## src/rtl/fpu_operand_fetch.sv

```systemverilog
// fpu_operand_fetch
// -----------------
// Sits between the FPU outer instruction queue and the execution core.
// Pops one decoded entry at a time. If the entry has a memory operand, the
// operand is read as 16-bit words and assembled little-endian into an
// 80-bit operand. The complete instruction is then offered to the core with
// a valid/ready handshake. Register-only and store-class entries skip the
// fetch and issue with a zero operand.
//
// Ports
//   clk, reset            clock; synchronous active-high reset
//   q_empty, q_*          head-of-queue entry fields
//   q_dequeue             combinational single-cycle pop of the queue head
//   mem_req, mem_addr     16-bit read request and word byte address
//   mem_ack, mem_rdata    read data valid this cycle and the data
//   exec_valid/ready      handshake with the execution core
//   exec_*                registered copy of the popped entry
//   exec_operand          assembled operand, zero-extended to 80 bits
//   flush                 abort the current entry and return to IDLE
//   busy                  an entry is being fetched or issued

module fpu_operand_fetch (
  input  logic        clk,
  input  logic        reset,
  input  logic        q_empty,
  input  logic [7:0]  q_opcode,
  input  logic [2:0]  q_stack_index,
  input  logic [19:0] q_ea,
  input  logic [1:0]  q_operand_size,
  input  logic        q_is_integer,
  input  logic        q_is_bcd,
  input  logic        q_has_memory_op,
  input  logic        q_has_pop,
  output logic        q_dequeue,
  output logic        mem_req,
  output logic [19:0] mem_addr,
  input  logic        mem_ack,
  input  logic [15:0] mem_rdata,
  output logic        exec_valid,
  input  logic        exec_ready,
  output logic [7:0]  exec_opcode,
  output logic [2:0]  exec_stack_index,
  output logic [19:0] exec_ea,
  output logic [1:0]  exec_operand_size,
  output logic        exec_is_integer,
  output logic        exec_is_bcd,
  output logic        exec_has_memory_op,
  output logic        exec_has_pop,
  output logic [79:0] exec_operand,
  input  logic        flush,
  output logic        busy
);

  typedef enum logic [1:0] {
    IDLE  = 2'd0,
    FETCH = 2'd1,
    ISSUE = 2'd2
  } state_t;

  state_t      state;
  state_t      state_next;
  logic [2:0]  word_idx;
  logic [2:0]  last_idx;
  logic [79:0] operand;

  logic [7:0]  opcode_r;
  logic [2:0]  stack_index_r;
  logic [19:0] ea_r;
  logic [1:0]  size_r;
  logic        is_integer_r;
  logic        is_bcd_r;
  logic        has_memory_op_r;
  logic        has_pop_r;

  // Index of the final word for each operand size (1, 2, 4 or 5 words).
  always_comb begin
    last_idx = 3'd0;
    case (size_r)
      2'd0: last_idx = 3'd0;
      2'd1: last_idx = 3'd1;
      2'd2: last_idx = 3'd3;
      2'd3: last_idx = 3'd4;
      default: last_idx = 3'd0;
    endcase
  end

  // State register.
  always_ff @(posedge clk) begin
    if (reset) begin
      state <= IDLE;
    end else begin
      state <= state_next;
    end
  end

  // Next state and the handshake/memory outputs, all decoded from the
  // current state. The pop is suppressed during reset so that every output
  // reads zero while reset is held.
  always_comb begin
    state_next = state;
    q_dequeue  = 1'b0;
    mem_req    = 1'b0;
    mem_addr   = 20'd0;
    exec_valid = 1'b0;
    case (state)
      IDLE: begin
        q_dequeue = !q_empty && !flush && !reset;
        if (q_dequeue) begin
          state_next = q_has_memory_op ? FETCH : ISSUE;
        end
      end
      FETCH: begin
        mem_req  = 1'b1;
        // 20-bit add wraps naturally past 0xFFFFF.
        mem_addr = ea_r + {16'd0, word_idx, 1'b0};
        if (mem_ack && (word_idx == last_idx)) begin
          state_next = ISSUE;
        end
      end
      ISSUE: begin
        exec_valid = 1'b1;
        if (exec_ready) begin
          state_next = IDLE;
        end
      end
      default: state_next = IDLE;
    endcase
    if (flush) begin
      state_next = IDLE;
    end
  end

  // Entry fields are captured on the pop. Operand words are written only in
  // FETCH, so the operand is frozen while the entry waits in ISSUE. A flush
  // outranks an ack arriving in the same cycle.
  always_ff @(posedge clk) begin
    if (reset) begin
      opcode_r        <= 8'd0;
      stack_index_r   <= 3'd0;
      ea_r            <= 20'd0;
      size_r          <= 2'd0;
      is_integer_r    <= 1'b0;
      is_bcd_r        <= 1'b0;
      has_memory_op_r <= 1'b0;
      has_pop_r       <= 1'b0;
      operand         <= 80'd0;
      word_idx        <= 3'd0;
    end else begin
      case (state)
        IDLE: begin
          if (q_dequeue) begin
            opcode_r        <= q_opcode;
            stack_index_r   <= q_stack_index;
            ea_r            <= q_ea;
            size_r          <= q_operand_size;
            is_integer_r    <= q_is_integer;
            is_bcd_r        <= q_is_bcd;
            has_memory_op_r <= q_has_memory_op;
            has_pop_r       <= q_has_pop;
            operand         <= 80'd0;
            word_idx        <= 3'd0;
          end
        end
        FETCH: begin
          if (mem_ack && !flush) begin
            for (int i = 0; i < 5; i++) begin
              if (word_idx == 3'(i)) begin
                operand[16*i +: 16] <= mem_rdata;
              end
            end
            word_idx <= word_idx + 3'd1;
          end
        end
        default: begin
        end
      endcase
    end
  end

  assign exec_opcode        = opcode_r;
  assign exec_stack_index   = stack_index_r;
  assign exec_ea            = ea_r;
  assign exec_operand_size  = size_r;
  assign exec_is_integer    = is_integer_r;
  assign exec_is_bcd        = is_bcd_r;
  assign exec_has_memory_op = has_memory_op_r;
  assign exec_has_pop       = has_pop_r;
  assign exec_operand       = operand;
  assign busy               = (state != IDLE);

endmodule

```

## config.mk

```make
export PLATFORM = sky130hd
export DESIGN_NAME = fpu_operand_fetch
export DESIGN_NICKNAME = d
export VERILOG_FILES = /design/src/rtl/fpu_operand_fetch.sv
export SDC_FILE = /design/constraint.sdc
export NUM_CORES = 1
export LEC_CHECK = 0
export CAP_MARGIN = 10
export CORE_UTILIZATION = 35
export DETAILED_ROUTE_END_ITERATION = 10
export HOLD_SLACK_MARGIN = 0.06
export PLACE_DENSITY = 0.66
export RECOVER_POWER = 100
export SYNTH_ARGS = -nofsm -noshare
export SYNTH_HDL_FRONTEND = slang
export SYNTH_SLANG_ARGS = --single-unit
```

## constraint.sdc

```tcl
create_clock -name clk -period 3.9 [get_ports clk]
set_input_delay 0.78 -clock clk [delete_from_list [all_inputs] [get_ports clk]]
set_output_delay 0.78 -clock clk [all_outputs]
set_load 0.02 [all_outputs]
```

# After elaboration in Yosys (flattened, before gate mapping)
# Cells that the tools add are included.
[word_totals]
regBits = 122
elab_cells = 79
[classes]
add_sub_neg = 2
n_eq_ne = 20
muxes = 21
n_reduce_logical = 21
[op_table]
columns = ["operator", "count"]
rows = [
  ["$mux W80", 2],
  ["$pmux W80 S2", 1],
  ["$mux W16", 5],
  ["$add A20 B4 Y20", 1],
  ["$mux W20", 1],
  ["$ne A2 B2 Y1 const B", 10],
  ["$reduce_and A4 Y1", 5],
  ["$pmux W3 S4", 1],
  ["$mux W2", 4],
  ["$eq A2 B2 Y1 const B", 3],
  ["$eq A3 B2 Y1 const B", 2],
  ["$mux W3", 2],
  ["$pmux W2 S3", 1],
  ["$pmux W3 S2", 1],
  ["$reduce_and A3 Y1", 2],
  ["$eq A2 B1 Y1 const B", 2],
  ["$logic_and A1 B1 Y1", 4],
  ["$logic_not A2 Y1", 2],
  ["$reduce_bool A2 Y1", 2],
  ["$add A3 B1 Y3 const B", 1],
  ["$eq A3 B1 Y1 const B", 1],
  ["$eq A3 B3 Y1", 1],
  ["$eq A3 B3 Y1 const B", 1],
  ["$logic_not A1 Y1", 3],
  ["4 further kinds", 6],
]

# Depth between registers and ports, before layout
# Gate-level depths: netlist of run 1.
[logic_depth]
ltp_word = 6
depth_mapped = 8

# Least setup slack after synthesis of run 1
# No wires, ideal clock.
[synth_path]
path_type = "register -> output"
startpoint = "register ea_r[3], in the netlist exec_ea[3]"
endpoint = "output mem_addr[18]"
t_arrival_ns = 2.048
t_required_ns = 3.120
slack_ns = 1.072
path_stages_with_launch = 7
path_buffers = 1
cell_sequence = "dfxtp_1 ha_1 nand3_1 and2_1 clkbuf_1 or4_1 a21oi_1"
[synth_via]
elab_chain_cells = 2
[synth_lines]
columns = ["element", "line", "source"]
rows = [
  ["start, declared", "68", "logic [19:0] ea_r;"],
  ["start signal, assigned", "154", "ea_r <= q_ea;"],
  ["$add A20 B4 Y20", "115", "mem_addr = ea_r + {16'd0, word_idx, 1'b0};"],
  ["$mux W20", "105", "case (state)"],
  ["end, declared", "36", "output logic [19:0] mem_addr,"],
]
# No other way between the ends.

# Final worst setup path of run 1
[layout_path]
startpoint = "input flush"
endpoint = "output q_dequeue"
[layout_via]
elab_chain_cells = 4
[layout_lines]
columns = ["element", "line", "source"]
rows = [
  ["start, declared", "50", "input logic flush,"],
  ["$logic_not A1 Y1", "107", "q_dequeue = !q_empty && !flush && !reset;"],
  ["$logic_and A1 B1 Y1 (2 in a row)", "107", ""],
  ["$mux W1", "105", ""],
  ["end, declared", "34", "output logic q_dequeue,"],
]
# No other way between the ends.

==> qor.csv, run 1 <==
metric,value,unit
clock-sinks,122,
critPathMaxStageDelay,690,ps
clkPwrFrac,0.496,
grt_pass1_vias,4687,
slew_headroom,-0.3809,
synthesis.area,5268,um^2
ys_types,44,
num_rows,44,
dieWidth,124.7,um
cts_buffer_depth,2,
die_y,124.7,um
nets,822,
area_growth,49.69,%
layout_commonest_cell,dlygate4sd3_1,
crit_cells,5,
pwr-share-comb,0.080,
fill_cells,1310,
fin_crit,3775,ps
power_density,383.4,nW/um^2
sw_frac_of_total,0.2399,
overflow,0,
cts_setup_buffers,0,
crit_required,3120,ps
syn_area_per_cell,9.323,um^2
dp_hpwl,10620,um
synthCells,565,
final_cell_mix,"dlygate4sd3_1, dfxtp_1, nand2_1",
crit_slowest_cell,dlygate4sd3_1,
rsz0062_at_grt,false,
synth_edf_count,0,
hold_viol_final,0,
drt-vias-per-instance,5.030,
vdd.ir_drop.worst,0.2767,mV
cp_num_buf_inv,3,
clk_pin_slew,50,ps
hold_depth,2,
status,"finished, violations left",
setup_viol,0,
ant_nets,0,
ys_ff_latch,122,
p_sw,0.7251,mW
final_cells,949,
ys_async_sr_fraction,0,
synth_nets,635,
clockRootBuffer,clkbuf_16,
cts_tree,built,
initial_core_util,0.3611,
startpoint_type,input port,
route.detailed.drc,0,
ctsHoldBuffers,0,
endpoint_kind,output pin,
wl_per_cell,16.29,um
synth_seq_area_share,0.4637,
ys_warn_count,0,
diodes,0,
p_int,2.298,mW
insertion_delay,410,ps
r2r_slack,1230,ps
layout_worst_path_cycle_share,0.9680,
pwr-share-seq,0.423,
finalSetupTns,0,ps
dr.first_iter.drc_count,286,
total_power,3.023,mW
drive_above_1_share,0.06144,
critPathArrivalTime,3000,ps
grt_usage,0.1984,
critPathMaxFanout,4,
path_cells,dlygate4sd3_1 > or2_0 > or4_1 > clkinvlp_2 > dlygate4sd3_1,
reg2reg_depth,5,
maxCapViolCount,1,
grt_max_degree,123,
cp_common_cell,dlygate4sd3_1,
cp_top_family,buffers and inverters,
dieArea,15550,um^2
gp_congestion,0.8223,
maxSlewViolCount,123,
drt_wl_total,15460,um
grt_pass1_wl,24450,um
synth_ff_type,dfxtp_1,
coreArea,14590,um^2
dpl.cell_count,917,
io_pins,200,
leakage,3.432,nW
seq_area,2444,um^2
hp-class,reg2reg,
violations,"max-capacitance violations, max-slew violations",
portBuffers,199,
multiInputGateArea,2577,um^2
antenna_found_initial,0,
fmax,264.9,MHz
htreeDepth,4,
drt-pass1-iter-count,4,
vias,4773,
cts_inserted_buffers,17,
crit_type,in2out,
tightest_slew,2071,ps
finClkSkew,6.756,ps
-- worst register-to-register path, cell delays in order, from the launching register on --
cell and delay, ps:
dfxtp_1 570, or4_1 220, clkinvlp_2 110, clkbuf_2 540
o21ai_4 880, mux2i_1 270
-- Yosys cell counts (all sizes together), types with 2 or more instances --
master | instances | area [um^2]
mux2i | 49 | 490.5
ha | 10 | 125.1
nor3 | 3 | 20.02
nand3b | 32 | 240.2
dfxtp | 122 | 2442
a22o | 16 | 140.1
a21oi | 48 | 240.2
or4 | 4 | 33.78
clkbuf | 24 | 90.09
nand2 | 85 | 319.1
or3 | 3 | 18.77
nor2 | 16 | 60.06
xnor2 | 7 | 61.31
and2 | 7 | 43.79
inv | 9 | 33.78
buf | 13 | 111.4
nand2b | 51 | 321.6
and4 | 3 | 26.28
xor2 | 6 | 52.55
o31ai | 2 | 15.01
nand3 | 6 | 30.03
a211oi | 2 | 15.01
nand4 | 5 | 31.28
o21ai | 30 | 183.9
-- metal layers --
layer,global-route usage,share of wire,vias up
met5,0,0,-
met4,0.08292,0.022,0
met3,0.05541,0.058,27
met2,0.3325,0.49,170
met1,0.2368,0.43,2266
li1,-,-,2310
-- what timing repair did --
| item | 4_1_cts | 5_1_grt |
|---|---|---|
| hold endpoints to repair | 0 | 0 |
| resized for setup | 0 | 1 |
| setup endpoints to repair | 0 | 2 |
-- layout make-up --
| cell class | count | area share |
|---|---|---|
| clock inverters | 13 | 0.01492 |
| inverters | 10 | 0.004919 |
| repair buffers | 205 | 0.2567 |
| well taps | 184 | 0.02920 |
| clock buffers | 19 | 0.05744 |
| multi-input cells | 396 | 0.3269 |
| flip-flops and latches | 122 | 0.3099 |
-- stage by stage --
step / setup WS (ps) / hold slack [ps] / instance area (um^2) / util
3_3_place_gp: 436.9 / 442.2 / 7331 / 0.5025
3_5_place_dp: 405.8 / 448.4 / 7331 / 0.5025
4_1_cts: 130.5 / 458.6 / 7901 / 0.5416
2_1_floorplan: 1072 / 516.6 / 5268 / -
6_report: 124.9 / 453.1 / 7885 / 0.5405
5_1_grt: 18.49 / 476.2 / 7885 / 0.5405
-- path summary, 6_finish.rpt --
path                                           from                   to
worst min register to register  exec_stack_index[1]  exec_stack_index[1]
worst max-delay path                          flush            q_dequeue
worst min-delay path            exec_stack_index[1]  exec_stack_index[1]
worst max register to register             state[0]     exec_operand[40]
-- kinds of logic after synthesis --
kind of cell	Yosys count	synth area share
AO/OA/AOI/OAI	103	0.1207
XOR/XNOR	13	0.02162
adder cells (fa/ha/maj)	11	0.02755
buffers and inverters	47	0.04632
flip-flops	122	0.4637
multiplexers	49	0.09311
AND/OR/NAND/NOR	220	0.2271
-- flip-flops by register name (all words and copies together) (netlist names) --
register            cells
state                   2
exec_ea                20
word_idx                3
exec_opcode             8
exec_operand_size       2
exec_operand           80
exec_has_pop            1
exec_is_bcd             1
exec_has_memory_op      1
exec_is_integer         1
exec_stack_index        3
-- power by group through the flow --
stage               clock [mW]  sequential [mW]  combinational (mW)
floorplan                    0             1.32               0.112
global placement             0             1.31               0.248
detailed placement           0             1.31               0.250
CTS                       1.54             1.28               0.252
global route              1.60             1.28               0.260
finish                    1.50             1.28               0.242
No activity file was read; power rests on OpenSTA's default activity.
==> run 2, diff against run 1 <==
--- a/config.mk
+++ b/config.mk
@@ -6,6 +6,7 @@
 export NUM_CORES = 1
 export LEC_CHECK = 0
 export CAP_MARGIN = 10
+export CORE_MARGIN = 2
 export CORE_UTILIZATION = 35
 export DETAILED_ROUTE_END_ITERATION = 10
 export HOLD_SLACK_MARGIN = 0.06
==> run 2 against run 1 <==
Effect of this change:
- the run still ends with max-capacitance violations, max-slew violations left
- design area unchanged
- clock skew is 1.1 ps lower
- register-to-register slack barely moved
- non-clock buffer count shrank 1
- global-route usage hardly changed
- power rose by 2.0%
- cell count down 0.11%
- critical path type is now reg2out
- largest cell class unchanged
==> qor.csv, run 2 (synthesis results as in run 1) <==
metric,value,unit
area_growth,49.69,%
initial_core_util,0.3597,
leakage,3.425,nW
antenna_found_initial,0,
endpoint_kind,output pin,
drt-vias-per-instance,4.988,
num_rows,44,
coreArea,14640,um^2
ant_nets,0,
whs,448.7,ps
critPathMaxFanout,8,
grt_usage,0.1983,
reg2reg_depth,5,
dieArea,16050,um^2
dpl.cell_count,916,
dr.first_iter.drc_count,244,
vias,4729,
grt_max_degree,123,
layout_commonest_cell,dlygate4sd3_1,
crit_required,3120,ps
cp_num_buf_inv,1,
cp_top_family,simple AND/OR/NAND/NOR gates,
crit_end,mem_addr[16],
hp-class,reg2reg,
maxCapViolCount,1,
final_cell_mix,"dlygate4sd3_1, dfxtp_1, nand2_1",
fill_cells,1287,
violations,"max-capacitance violations, max-slew violations",
power_density,391.1,nW/um^2
dieWidth,126.7,um
clockRootBuffer,clkbuf_16,
fin_area,7885,um^2
setup_viol,0,
fmax,267.7,MHz
cts_inserted_buffers,17,
clock-sinks,122,
crit_path_start,word_idx[2],
grt_pass1_wl,24930,um
cts_buffer_depth,2,
final_cells,948,
crit_cells,6,
critPathMaxStageDelay,630,ps
crit_type,reg2out,
critPathArrivalTime,2960,ps
finClkSkew,5.648,ps
nets,821,
route.detailed.drc,0,
die_y,126.7,um
path_cells,ha_1 > nand3_1 > and2_1 > or4b_1 > a21oi_1 > clkdlybuf4s50_1,
slew_headroom,-0.3201,
htreeDepth,4,
drive_above_1_share,0.06021,
cts_setup_buffers,0,
clk_pin_slew,60,ps
startpoint_type,flip-flop,
maxSlewViolCount,123,
r2r_slack,1240,ps
drt-pass1-iter-count,5,
portBuffers,199,
r2r-start,state[0],
layout_worst_path_cycle_share,0.9578,
gp_congestion,0.8900,
grt_pass1_vias,4636,
overflow,0,
dp_hpwl,11280,um
drt_wl_total,15560,um
largest_register_ffs,80,
status,"finished, violations left",
crit_slowest_cell,clkdlybuf4s50_1,
wl_per_cell,16.41,um
cts_tree,built,
post_dp_cell_area,7321,um^2
hold_viol_final,0,
finalSetupTns,0,ps
vdd.ir_drop.worst,0.3374,mV
tightest_slew,1980,ps
r2r_end,exec_operand[42],
diodes,0,
io_pins,200,
fin_crit,3735,ps
rsz0062_at_grt,false,
insertion_delay,420,ps
## run 2: timing repair
action	4_1_cts	5_1_grt
resized for setup	0	3
hold buffers	0	0
endpoints found under the setup margin	0	5
## run 2: how the worst min path moves through the flow
| stage | from | endpoint | slack (ps) | cells after the start |
|---|---|---|---|---|
| 3_3_place_gp | exec_opcode[7] | exec_opcode[7] | 440 | 2 |
| 2_1_floorplan | word_idx[2] | word_idx[2] | 520 | 2 |
| 4_1_cts | exec_is_integer | exec_is_integer | 460 | 2 |
| 6_report | exec_is_integer | exec_is_integer | 450 | 2 |
| 5_1_grt | exec_opcode[3] | exec_opcode[3] | 480 | 2 |
| 3_5_place_dp | exec_opcode[2] | exec_opcode[2] | 450 | 2 |
## run 2: power by group
group / switching [mW] / total (mW) / internal [mW]
clock network: 0.606 / 1.56 / 0.957
registers: 0.0168 / 1.28 / 1.26
logic: 0.120 / 0.240 / 0.120
total: 0.743 / 3.08 / 2.34
## run 2: metrics by stage
stage / worst slack, ps / utilization / total power, mW
final: 164.6 / 0.5384 / 3.083
after global routing: 44.11 / 0.5384 / 3.198
after CTS: 101.9 / 0.5402 / 3.130
after detailed placement: 414.0 / 0.4999 / 1.555
after global placement: 407.1 / 0.4999 / 1.551
after floorplan: 1072 / - / 1.433
## run 2: layer usage
metal | track usage | vias up | routed length (um)
met4 | 0.08339 | 0 | 335
met3 | 0.05905 | 25 | 883
met2 | 0.3170 | 151 | 7516
met5 | 0 | - | 0
met1 | 0.2506 | 2241 | 6821
li1 | - | 2312 | -
## run 2: area by class of cell
class / instances / area, um^2 / share of cell area
clock inverters: 14 / 161.4 / 0.02047
multi-input cells: 396 / 2577 / 0.3269
repair buffers: 204 / 2004 / 0.2542
inverters: 10 / 38.79 / 0.004919
clock buffers: 18 / 429.2 / 0.05443
flip-flops and latches: 122 / 2444 / 0.3099
well taps: 184 / 230.2 / 0.02920
## run 2: tightest hold or removal path: stages, from the launching register on
cell	delay, ps
dfxtp_1	300
nand2_1	50
a21oi_1	50
==> run 3, diff against run 2 <==
--- a/config.mk
+++ b/config.mk
@@ -10,7 +10,7 @@
 export CORE_UTILIZATION = 35
 export DETAILED_ROUTE_END_ITERATION = 10
 export HOLD_SLACK_MARGIN = 0.06
-export PLACE_DENSITY = 0.66
+export PLACE_DENSITY = 0.73
 export RECOVER_POWER = 100
 export SYNTH_ARGS = -nofsm -noshare
 export SYNTH_HDL_FRONTEND = slang
==> run 3 against run 2 <==
Effect of this change:
- the flow still finishes with violations (max-capacitance violations, max-slew violations)
- register-to-register slack lost 40 ps
- non-clock buffer count unchanged
- critical path depth did not move
- global-route usage rose by 0.095 points
- first-iteration DRC count grew 3.3%
- worst setup slack worse by 23 ps
- via count decreased by 0.17%
- sequential power barely moved
- count of clock-buffer cells in the layout increased by 2
- clock power hardly changed
- clock skew is 1.9 ps higher
- design area grew 0.13%
- critical endpoint is now mem_addr[18]
- largest cell class unchanged
- highest routed layer unchanged
==> qor.csv, run 3 (synthesis results as in run 1) <==
metric,value,unit
status,"finished, violations left",
violations,"max-capacitance violations, max-slew violations",
critPathMaxFanout,8,
dr.first_iter.drc_count,252,
cts_tree,built,
nets,821,
cts_buffer_depth,2,
layout_worst_path_cycle_share,0.9638,
layout_commonest_cell,dlygate4sd3_1,
setup_viol,0,
crit_type,reg2out,
num_rows,44,
htreeDepth,4,
finClkSkew,7.569,ps
endpoint_kind,output pin,
diodes,0,
drt_wl_total,16030,um
ant_nets,0,
largest_register_ffs,80,
area_growth,49.88,%
clk_pin_slew,60,ps
io_pins,200,
maxSlewViolCount,123,
critPathMaxStageDelay,640,ps
cts_setup_buffers,0,
gp_congestion,0.8531,
cts_inserted_buffers,17,
dpl.cell_count,916,
crit_required,3120,ps
holdPathEnd,exec_stack_index[0],
final_cell_mix,"dlygate4sd3_1, dfxtp_1, nand2_1",
hold_viol_final,0,
r2r-start,state[0],
route.detailed.drc,0,
reg2reg_depth,5,
leakage,3.443,nW
r2r_end,exec_operand[36],
r2r_slack,1200,ps
crit_slowest_cell,clkdlybuf4s50_1,
wl_per_cell,16.93,um
critPathArrivalTime,2980,ps
grt_pass1_vias,4709,
initial_core_util,0.3597,
fmax,266.1,MHz
grt_pass1_wl,24960,um
portBuffers,199,
vdd.ir_drop.worst,0.2496,mV
dieArea,16050,um^2
slew_headroom,-0.3335,
drive_above_1_share,0.05898,
path_cells,ha_1 > nand3_1 > and2_2 > or4_1 > a21oi_1 > clkdlybuf4s50_1,
die_y,126.7,um
post_dp_cell_area,7321,um^2
overflow,0,
final_cells,947,
clock-sinks,122,
hold_depth,2,
grt_max_degree,123,
coreArea,14640,um^2
fin_area,7895,um^2
cp_num_buf_inv,1,
vias,4721,
tightest_slew,2000,ps
maxCapViolCount,1,
grt_usage,0.1992,
hp-class,reg2reg,
antenna_found_initial,0,
dp_hpwl,11240,um
startpoint_type,flip-flop,
fin_util,0.5391,
min_from,exec_stack_index[0],
cp_top_family,simple AND/OR/NAND/NOR gates,
ctsHoldBuffers,0,
power_density,392.8,nW/um^2
clockRootBuffer,clkbuf_16,
drt-vias-per-instance,4.985,
insertion_delay,410,ps
drt-pass1-iter-count,5,
fin_crit,3759,ps
dieWidth,126.7,um
-- run 3: changes by cell type in the layout (fill, tap and decap cells not counted), sizes merged --
cell and change:
clkinv +3, dlygate4sd3 +4, clkdlybuf4s50 -3, bufinv +1
inv -7, clkbuf +1
-- run 3: metal layers --
metal / vias to the layer above / track usage / share of wire
met3: 12 / 0.04977 / 0.040
met1: 2265 / 0.2505 / 0.44
met5: - / 0 / 0
li1: 2310 / - / -
met4: 0 / 0.07111 / 0.012
met2: 134 / 0.3335 / 0.51
-- run 3: area by class of cell --
class / instances / area (um^2)
well taps: 184 / 230.2
fillers: 1287 / 6749
flip-flops and latches: 122 / 2444
clock inverters: 11 / 146.4
inverters: 10 / 38.79
multi-input cells: 396 / 2579
repair buffers: 204 / 2011
clock buffers: 20 / 446.7
-- run 3: where the power goes --
group          switching [mW]  internal, mW
logic                   0.121         0.120
registers              0.0167          1.26
clock network           0.562          1.02
total                   0.700          2.40
-- run 3: how the worst max path moves through the flow --
| stage | end | depth (start not counted) | startpoint | slack (ps) |
|---|---|---|---|---|
| floorplan | mem_addr[18] | 6 | exec_ea[3] | 1070 |
| global placement | q_dequeue | 5 | flush | 410 |
| detailed placement | q_dequeue | 5 | flush | 400 |
| CTS | mem_addr[19] | 7 | word_idx[0] | 120 |
| global route | mem_addr[18] | 6 | word_idx[2] | -0.3 |
| finish | mem_addr[18] | 6 | word_idx[2] | 140 |
-- run 3: per-stage QoR --
step | setup TNS (ps) | power [mW] | hold slack (ps) | setup WS (ps)
5_1_grt | -0.2931 | 3.212 | 475.5 | -0.2931
2_1_floorplan | 0 | 1.433 | 516.6 | 1072
3_3_place_gp | 0 | 1.552 | 440.8 | 409.4
4_1_cts | 0 | 3.146 | 456.7 | 122.0
6_report | 0 | 3.101 | 452.2 | 141.3
3_5_place_dp | 0 | 1.557 | 449.9 | 399.3
-- run 3: what timing repair did --
action,4_1_cts,5_1_grt
setup endpoints to repair,0,4
hold endpoints to repair,0,0
gates resized for setup,0,3
-- run 3: worst reg2reg max path, stage by stage, from the launching register on --
cell        delay (ps)
dfxtp_1            560
or4_1              240
clkinvlp_2         120
clkbuf_2           560
o21ai_4            840
mux2i_1            300
